[src/rtl/sm4_sbox_tau_seq.sv]
// SM4 non-linear transform tau: every byte of a LANES-byte word goes through the
// SM4 S-box, SBOX_NUM lanes per cycle, with valid/ready on both sides.
module sm4_sbox_tau_seq #(
    parameter int LANES    = 4,
    parameter int SBOX_NUM = 1
) (
    input  logic               clk,
    input  logic               rst_n,
    input  logic               in_valid,
    output logic               in_ready,
    input  logic [8*LANES-1:0] data_in,
    output logic               out_valid,
    input  logic               out_ready,
    output logic [8*LANES-1:0] result_out,
    output logic               busy
);

    localparam int SN_SAFE = (SBOX_NUM < 1) ? 1 : SBOX_NUM;
    localparam int STEPS_R = LANES / SN_SAFE;
    localparam int STEPS   = (STEPS_R < 1) ? 1 : STEPS_R;
    localparam int CNT_W   = (STEPS > 1) ? $clog2(STEPS) : 1;
    localparam int GRP_W   = 8 * SN_SAFE;

    if (LANES < 1 || SBOX_NUM < 1 || (LANES % SN_SAFE) != 0) begin : g_param_err
        $error("sm4_sbox_tau_seq: SBOX_NUM must be >= 1 and divide LANES >= 1");
    end

    // S(x) sits at bits [2047-8x -: 8]; row-major, S(00) in the top byte.
    localparam logic [2047:0] SBOX_TAB = {
        128'hd690e9fecce13db716b614c228fb2c05,
        128'h2b679a762abe04c3aa44132649860699,
        128'h9c4250f491ef987a33540b43edcfac62,
        128'he4b31ca9c908e89580df94fa758f3fa6,
        128'h4707a7fcf37317ba83593c19e6854fa8,
        128'h686b81b27164da8bf8eb0f4b70569d35,
        128'h1e240e5e6358d1a225227c3b01217887,
        128'hd40046579fd327524c3602e7a0c4c89e,
        128'heabf8ad240c738b5a3f7f2cef96115a1,
        128'he0ae5da49b341a55ad933230f58cb1e3,
        128'h1df6e22e8266ca60c02923ab0d534e6f,
        128'hd5db3745defd8e2f03ff6a726d6c5b51,
        128'h8d1baf92bbddbc7f11d95c411f105ad8,
        128'h0ac13188a5cd7bbd2d74d012b8e5b4b0,
        128'h8969974a0c96777e65b9f109c56ec684,
        128'h18f07dec3adc4d2079ee5f3ed7cb3948
    };

    function automatic logic [7:0] sbox(input logic [7:0] b);
        return SBOX_TAB[2047 - 8*int'(b) -: 8];
    endfunction

    typedef enum logic [1:0] {
        IDLE = 2'd0,
        SUB  = 2'd1,
        DONE = 2'd2
    } state_t;

    state_t             state_q, state_d;
    logic [CNT_W-1:0]   cnt_q, cnt_d;
    logic [8*LANES-1:0] work_q, work_d;
    logic [GRP_W-1:0]   grp_in, grp_sub;
    logic               last_step;
    logic               accept;

    assign in_ready   = (state_q == IDLE) || ((state_q == DONE) && out_ready);
    assign out_valid  = (state_q == DONE);
    assign busy       = (state_q == SUB);
    assign result_out = work_q;
    assign accept     = in_valid && in_ready;
    assign last_step  = (cnt_q == CNT_W'(STEPS - 1));

    // Only the lane group selected by the step counter is looked up each cycle.
    always_comb begin
        grp_in  = work_q[int'(cnt_q)*GRP_W +: GRP_W];
        grp_sub = '0;
        for (int j = 0; j < SN_SAFE; j++) begin
            grp_sub[j*8 +: 8] = sbox(grp_in[j*8 +: 8]);
        end
    end

    always_comb begin
        state_d = state_q;
        cnt_d   = cnt_q;
        work_d  = work_q;
        case (state_q)
            IDLE: begin
                if (accept) begin
                    work_d  = data_in;
                    cnt_d   = '0;
                    state_d = SUB;
                end
            end
            SUB: begin
                work_d[int'(cnt_q)*GRP_W +: GRP_W] = grp_sub;
                if (last_step) begin
                    cnt_d   = '0;
                    state_d = DONE;
                end else begin
                    cnt_d = cnt_q + CNT_W'(1);
                end
            end
            DONE: begin
                if (out_ready) begin
                    if (in_valid) begin
                        work_d  = data_in;
                        cnt_d   = '0;
                        state_d = SUB;
                    end else begin
                        state_d = IDLE;
                    end
                end
            end
            default: state_d = IDLE;
        endcase
    end

    always_ff @(posedge clk or negedge rst_n) begin
        if (!rst_n) begin
            state_q <= IDLE;
            cnt_q   <= '0;
            work_q  <= '0;
        end else begin
            state_q <= state_d;
            cnt_q   <= cnt_d;
            work_q  <= work_d;
        end
    end

endmodule

[config.mk]
export PLATFORM = sky130hd
export DESIGN_NAME = sm4_sbox_tau_seq
export DESIGN_NICKNAME = d
export VERILOG_FILES = /design/src/rtl/sm4_sbox_tau_seq.sv
export SDC_FILE = /design/constraint.sdc
export NUM_CORES = 1
export LEC_CHECK = 0
export ABC_CLOCK_PERIOD_IN_PS = 8900
export BUFFER_PORTS_ARGS = -buffer_cell sky130_fd_sc_hd__buf_4
export CORE_MARGIN = 3
export CORE_UTILIZATION = 40
export DETAILED_ROUTE_END_ITERATION = 8
export GPL_TIMING_DRIVEN = 0
export SLEW_MARGIN = 20
export SYNTH_ARGS = -nofsm -noshare
export SYNTH_HDL_FRONTEND = slang
export SYNTH_SLANG_ARGS = --single-unit
[constraint.sdc]
create_clock -name clk -period 8.9 [get_ports clk]
set_clock_uncertainty 0.1 [all_clocks]
set_input_delay 1.335 -clock clk [delete_from_list [all_inputs] [get_ports clk]]
set_output_delay 1.335 -clock clk [all_outputs]
set_load 0.02 [all_outputs]
==> flow_summary.ini, run 1 <==
[outcome]
outcome = finished with violations
violations = DRC

[die]
start_util = 0.4171
die_h_um = 121.6
coreArea_mm2 = 0.01282
core.rowCount = 41
die-width_um = 121.6
dieArea_mm2 = 0.01480
ios = 71

[critical_path]
cp_slowest_cell = clkbuf_1
crit_type = reg -> reg
required_ns = 8.98
worstPathArrival_ns = 5.40
setup.worst_path.end_class = register
worstPathMaxFanout = 15
startpoint_type = register
path_cells = buf_6 > mux4_2 > clkbuf_1 > ha_1 > clkbuf_1 > nand2_1 > o21ai_0 > a211oi_1 > a211oi_1 > o22ai_1 > o211ai_1
cpPeakStageDelay_ns = 0.88
reg2reg_setup_slack_ns = 3.58

[detailed_routing]
drc = 26
postRouteWirelength_mm = 34.01
antenna_left = 0
wl_per_cell_um = 34.98
viasPerCell = 8.077
dr_total_vias = 7851
drt_iter0_drc = 1828
dr.pass1.iters = 9

[clock_tree]
ctsResizeCount = 0
cts.sinks = 36
cts_tree = done
holdBufCountCts = 0
clk_path_buf_depth = 2
path_clk_slew_ns = 0.06
cts_made_buffers = 5
clkLatencyLatePin_ns = 0.28
cts_root_buf = clkbuf_16
cts_max_level = 2
cts_setup_buffers = 0

[global_routing]
grt_util_met2 = 0.6076
grt-ovfl-total = 0
grt-busiest-layer = met2
use_met1 = 0.5647
antenna_found_initial = 0
grt_pass1_wl_mm = 48.61
grt_max_degree = 37
grt_use_met3 = 0.2303
grt_util_all_layers = 0.4443
grt_pass1_vias = 7564

[finish]
area_delta_synth_final_pct = 16.54
stdcell_count = 972
nNetsFinal = 852
layout_common_cells = buf_4 (74), nand2_1 (55), a21oi_1 (54)
final_common_cell = buf_4
drive_gt1_frac = 0.1788
utilization = 0.4860
fillers = 1299
num_antenna_cells = 0

[placement]
dp_cells = 964
dpl.hpwl_mm = 23.97
place_congestion = 1.184
port_buffers = 70

[sta]
hold_slack_ns = 0.4326
period_minus_slack_ns = 5.322
slew_viol_final = 0
fmax_ghz = 0.1879
worst_pin_slew_ns = 1.157
final-setup-viol-count = 0
rsz0062_at_grt = false
min_period_over_period = 0.5980
hold_viol = 0
relSlewSlack = 0.2285
tns_ns = 0

[synth]
synth-seq-cells = 36
synth.area.top_cells = dfrtp_1 (17%), a21oi_1 (5.1%), mux2i_1 (4.7%), o211ai_1 (4.6%), ha_1 (4.0%)
synth_area_mm2 = 0.005349
ys_seq_area_frac = 0.1684
syn_area_per_cell_um2 = 7.408
synth_enable_flop_cells = 0
synth_fp_nets = 775
yosysUniqueCellTypes = 74
ys_warn_count = 0
synth.largest_area_cell = dfrtp_1
ys.flop_type = dfrtp_1
yosys.area.top_type_share = 0.1684
synthArstFlopShare = 1.000
syn_inst = 722

[hold_path]
hp-class = reg -> reg

[job]
max_cap_violations = 0
==> final timing paths <==
path	from	endpoint	cells after the start
hold reg to reg	state_q[0]	state_q[1]	1
min in group asynchronous	rst_n	result_out[28]	1
setup reg to reg	cnt_q[0]	result_out[18]	11
hold / removal	state_q[0]	state_q[1]	1
max in group asynchronous	rst_n	result_out[15]	1
setup / recovery	cnt_q[0]	result_out[18]	11
==> state kept, by name (all words and copies together), names as in the netlist <==
| name | cells |
|---|---|
| result_out | 32 |
| cnt_q | 2 |
| state_q | 2 |
==> final cells by class <==
class	instances	area (um^2)	share of cell area
well taps	172	215.2	0.03452
clock buffers	5	125.1	0.02007
multi-input cells	591	3983	0.6389
flip-flops and latches	36	900.9	0.1445
plain buffers	82	416.7	0.06684
clock inverters	3	18.77	0.003011
inverters	13	48.80	0.007828
repair buffers	70	525.5	0.08430
==> kinds of logic after synthesis <==
family	synth area share
xor+xnor	0.003275
flops	0.1684
fa+ha+maj	0.03977
simple gates	0.2248
buf+inv	0.08702
mux	0.09731
compound gates	0.3794
==> worst max-delay path, delay by kind of cell (launching register included) <==
| kind | cells | cell delay [ns] |
|---|---|---|
| flip-flops | 1 | 0.41 |
| AND/OR/NAND/NOR | 1 | 0.40 |
| buffers and inverters | 3 | 1.65 |
| AO/OA/AOI/OAI | 5 | 1.83 |
| multiplexers | 1 | 0.49 |
| adder cells (fa/ha/maj) | 1 | 0.32 |
==> stage by stage <==
stage                     area (um^2)  setup slack, ns
after detailed placement         6090            4.173
after global routing             6233            3.916
final                            6233            3.578
after global placement           6090            4.075
after floorplan                  5349            5.571
after CTS                        6233            4.175
==> per-layer routing <==
metal  share of wire  wire length, um
met1            0.35            11790
met2            0.39            13170
met3            0.18             6247
met5               0                0
met4           0.082             2802
==> synth_stat cells, drive strengths merged (7+ instances only) <==
cell / number
inv: 13
a21oi: 54
or3: 7
nand2b: 19
o21ai: 49
mux2i: 25
dfrtp: 36
nand3: 31
o22ai: 21
and2: 12
nor2b: 15
a31oi: 12
o311ai: 10
nor3: 22
mux2: 8
clkbuf: 41
o31ai: 7
a311oi: 13
a211o: 8
o2111ai: 7
nor2: 53
nand2: 55
a211oi: 15
buf: 41
mux4: 8
ha: 17
o211ai: 33
Power of run 1 is left out: the tool's default activity adds up to more than one toggle a clock period on the data nets, which glitch-free logic cannot reach.
==> run 2: changes to the inputs <==
--- a/config.mk
+++ b/config.mk
@@ -5,7 +5,7 @@
 export SDC_FILE = /design/constraint.sdc
 export NUM_CORES = 1
 export LEC_CHECK = 0
-export ABC_CLOCK_PERIOD_IN_PS = 8900
+export ABC_CLOCK_PERIOD_IN_PS = 4900
 export BUFFER_PORTS_ARGS = -buffer_cell sky130_fd_sc_hd__buf_4
 export CORE_MARGIN = 3
 export CORE_UTILIZATION = 40
==> constraint.sdc (replaced) <==
create_clock -name clk -period 4.9 [get_ports clk]
set_clock_uncertainty 0.1 [all_clocks]
set_input_delay 0.735 -clock clk [delete_from_list [all_inputs] [get_ports clk]]
set_output_delay 0.735 -clock clk [all_outputs]
set_load 0.02 [all_outputs]
==> flow_summary.ini, run 2 (same netlist as run 1, synthesis figures left out) <==
[placement]
dpl.hpwl_mm = 23.97
place_congestion = 1.184
port_buffers = 70

[hold_path]
hp-class = in -> async

[sta]
worst_pin_slew_ns = 1.117
rsz0062_at_grt = false
min_period_over_period = 0.9854
relSlewSlack = 0.2502
hold_viol = 0
period_minus_slack_ns = 4.829
hold_slack_ns = 0.3107
final-setup-viol-count = 0
slew_viol_final = 0
tns_ns = 0
fmax_ghz = 0.2071

[critical_path]
startpoint_type = register
setup.worst_path.end_class = register
path_delay_family = buffers and inverters
cpPeakStageDelay_ns = 0.63
required_ns = 4.93
worstPathArrival_ns = 4.86
crit_type = reg -> reg
path_cells = buf_6 > mux4_2 > buf_2 > buf_6 > inv_1 > ha_1 > clkbuf_1 > inv_1 > mux2i_1 > o32ai_1 > a311oi_1 > o311a_1 > o22ai_1
worstPathMaxFanout = 13
path_buf_inv = 6
cp_slowest_cell = clkbuf_1

[detailed_routing]
wl_met1_mm = 11.56
viasPerCell = 8.091
wl_met2_mm = 13.12
dr.pass1.iters = 7
dr_wl_met3_mm = 6.484
drt_iter0_drc = 1828
antenna_left = 0
drc = 0
postRouteWirelength_mm = 33.94
dr_total_vias = 7864
top_layer = met4
wl_per_cell_um = 34.91

[die]
coreArea_mm2 = 0.01282
die_h_um = 121.6
core.rowCount = 41
start_util = 0.4171
dieArea_mm2 = 0.01480
ios = 71
die-width_um = 121.6

[finish]
final_common_cell = buf_4
largest_reg_flops = 32
drive_gt1_frac = 0.1800
area_delta_synth_final_pct = 16.56
num_antenna_cells = 0
layout_common_cells = buf_4 (74), nand2_1 (55), a21oi_1 (54)
nNetsFinal = 852

[clock_tree]
cts_root_buf = clkbuf_16
cts_max_level = 2
clk_path_buf_depth = 2
clkLatencyLatePin_ns = 0.28
path_clk_slew_ns = 0.06
cts_tree = done
cts.sinks = 36
cts_made_buffers = 5

[global_routing]
grt_pass1_vias = 7564
grt-ovfl-total = 0
grt_util_all_layers = 0.4443
grt_max_degree = 37
grt_pass1_wl_mm = 48.61
antenna_found_initial = 0

[job]
max_cap_violations = 0

[outcome]
outcome = completed
-- run 2: cell count changes in the layout (fill, tap and decap cells not counted) --
cell,previous run,this run
clkbuf_1,41,40
clkbuf_2,0,1
-- run 2: layer usage --
layer,vias up,GRT usage
met5,-,0
met4,0,0.2325
met3,300,0.2303
met2,1031,0.6076
met1,3580,0.5647
li1,2953,-
-- run 2: repair_timing --
item	4_1_cts	5_1_grt
hold buffers	0	0
resized for setup	0	3
buffers inserted	0	0
endpoints found under the setup margin	0	9
-- run 2: area by class of cell --
type / count / area [um^2]
sequential: 36 / 900.9
timing repair buffer: 70 / 525.5
buffer: 82 / 417.9
clock inverter: 3 / 18.77
tap: 172 / 215.2
fill: 1298 / 6590
inverter: 13 / 48.80
clock buffer: 5 / 125.1
multi-input combinational: 591 / 3983
-- run 2: final timing paths --
| path | to | cells after the start | slack, ns | startpoint |
|---|---|---|---|---|
| max in group asynchronous | result_out[15] | 1 | 4.04 | rst_n |
| setup / recovery | result_out[30] | 13 | 0.07 | cnt_q[0] |
| setup reg to reg | result_out[30] | 13 | 0.07 | cnt_q[0] |
| min in group clk | state_q[1] | 1 | 0.43 | state_q[0] |
| hold / removal | result_out[28] | 1 | 0.31 | rst_n |
| hold reg to reg | state_q[1] | 1 | 0.43 | state_q[0] |
-- run 2: worst register-to-register path: cells and delay by family, from the launching register on --
kind | cells | cell delay, ns
adder cells (fa/ha/maj) | 1 | 0.16
AO/OA/AOI/OAI | 4 | 1.36
multiplexers | 2 | 0.96
buffers and inverters | 6 | 1.72
flip-flops | 1 | 0.39
-- run 2: stage by stage --
| stage | utilization | area, um^2 | setup slack, ns | instances |
|---|---|---|---|---|
| final | 0.4861 | 6235 | 0.07146 | 972 |
| after global routing | 0.4861 | 6235 | 0.05267 | 972 |
| after CTS | 0.4860 | 6233 | 0.1752 | 972 |
| after detailed placement | 0.4748 | 6090 | 0.1732 | 964 |
| after global placement | 0.4748 | 6090 | 0.07498 | 964 |
| after floorplan | - | 5349 | 1.571 | 722 |
Power of run 2 is left out for the same reason.
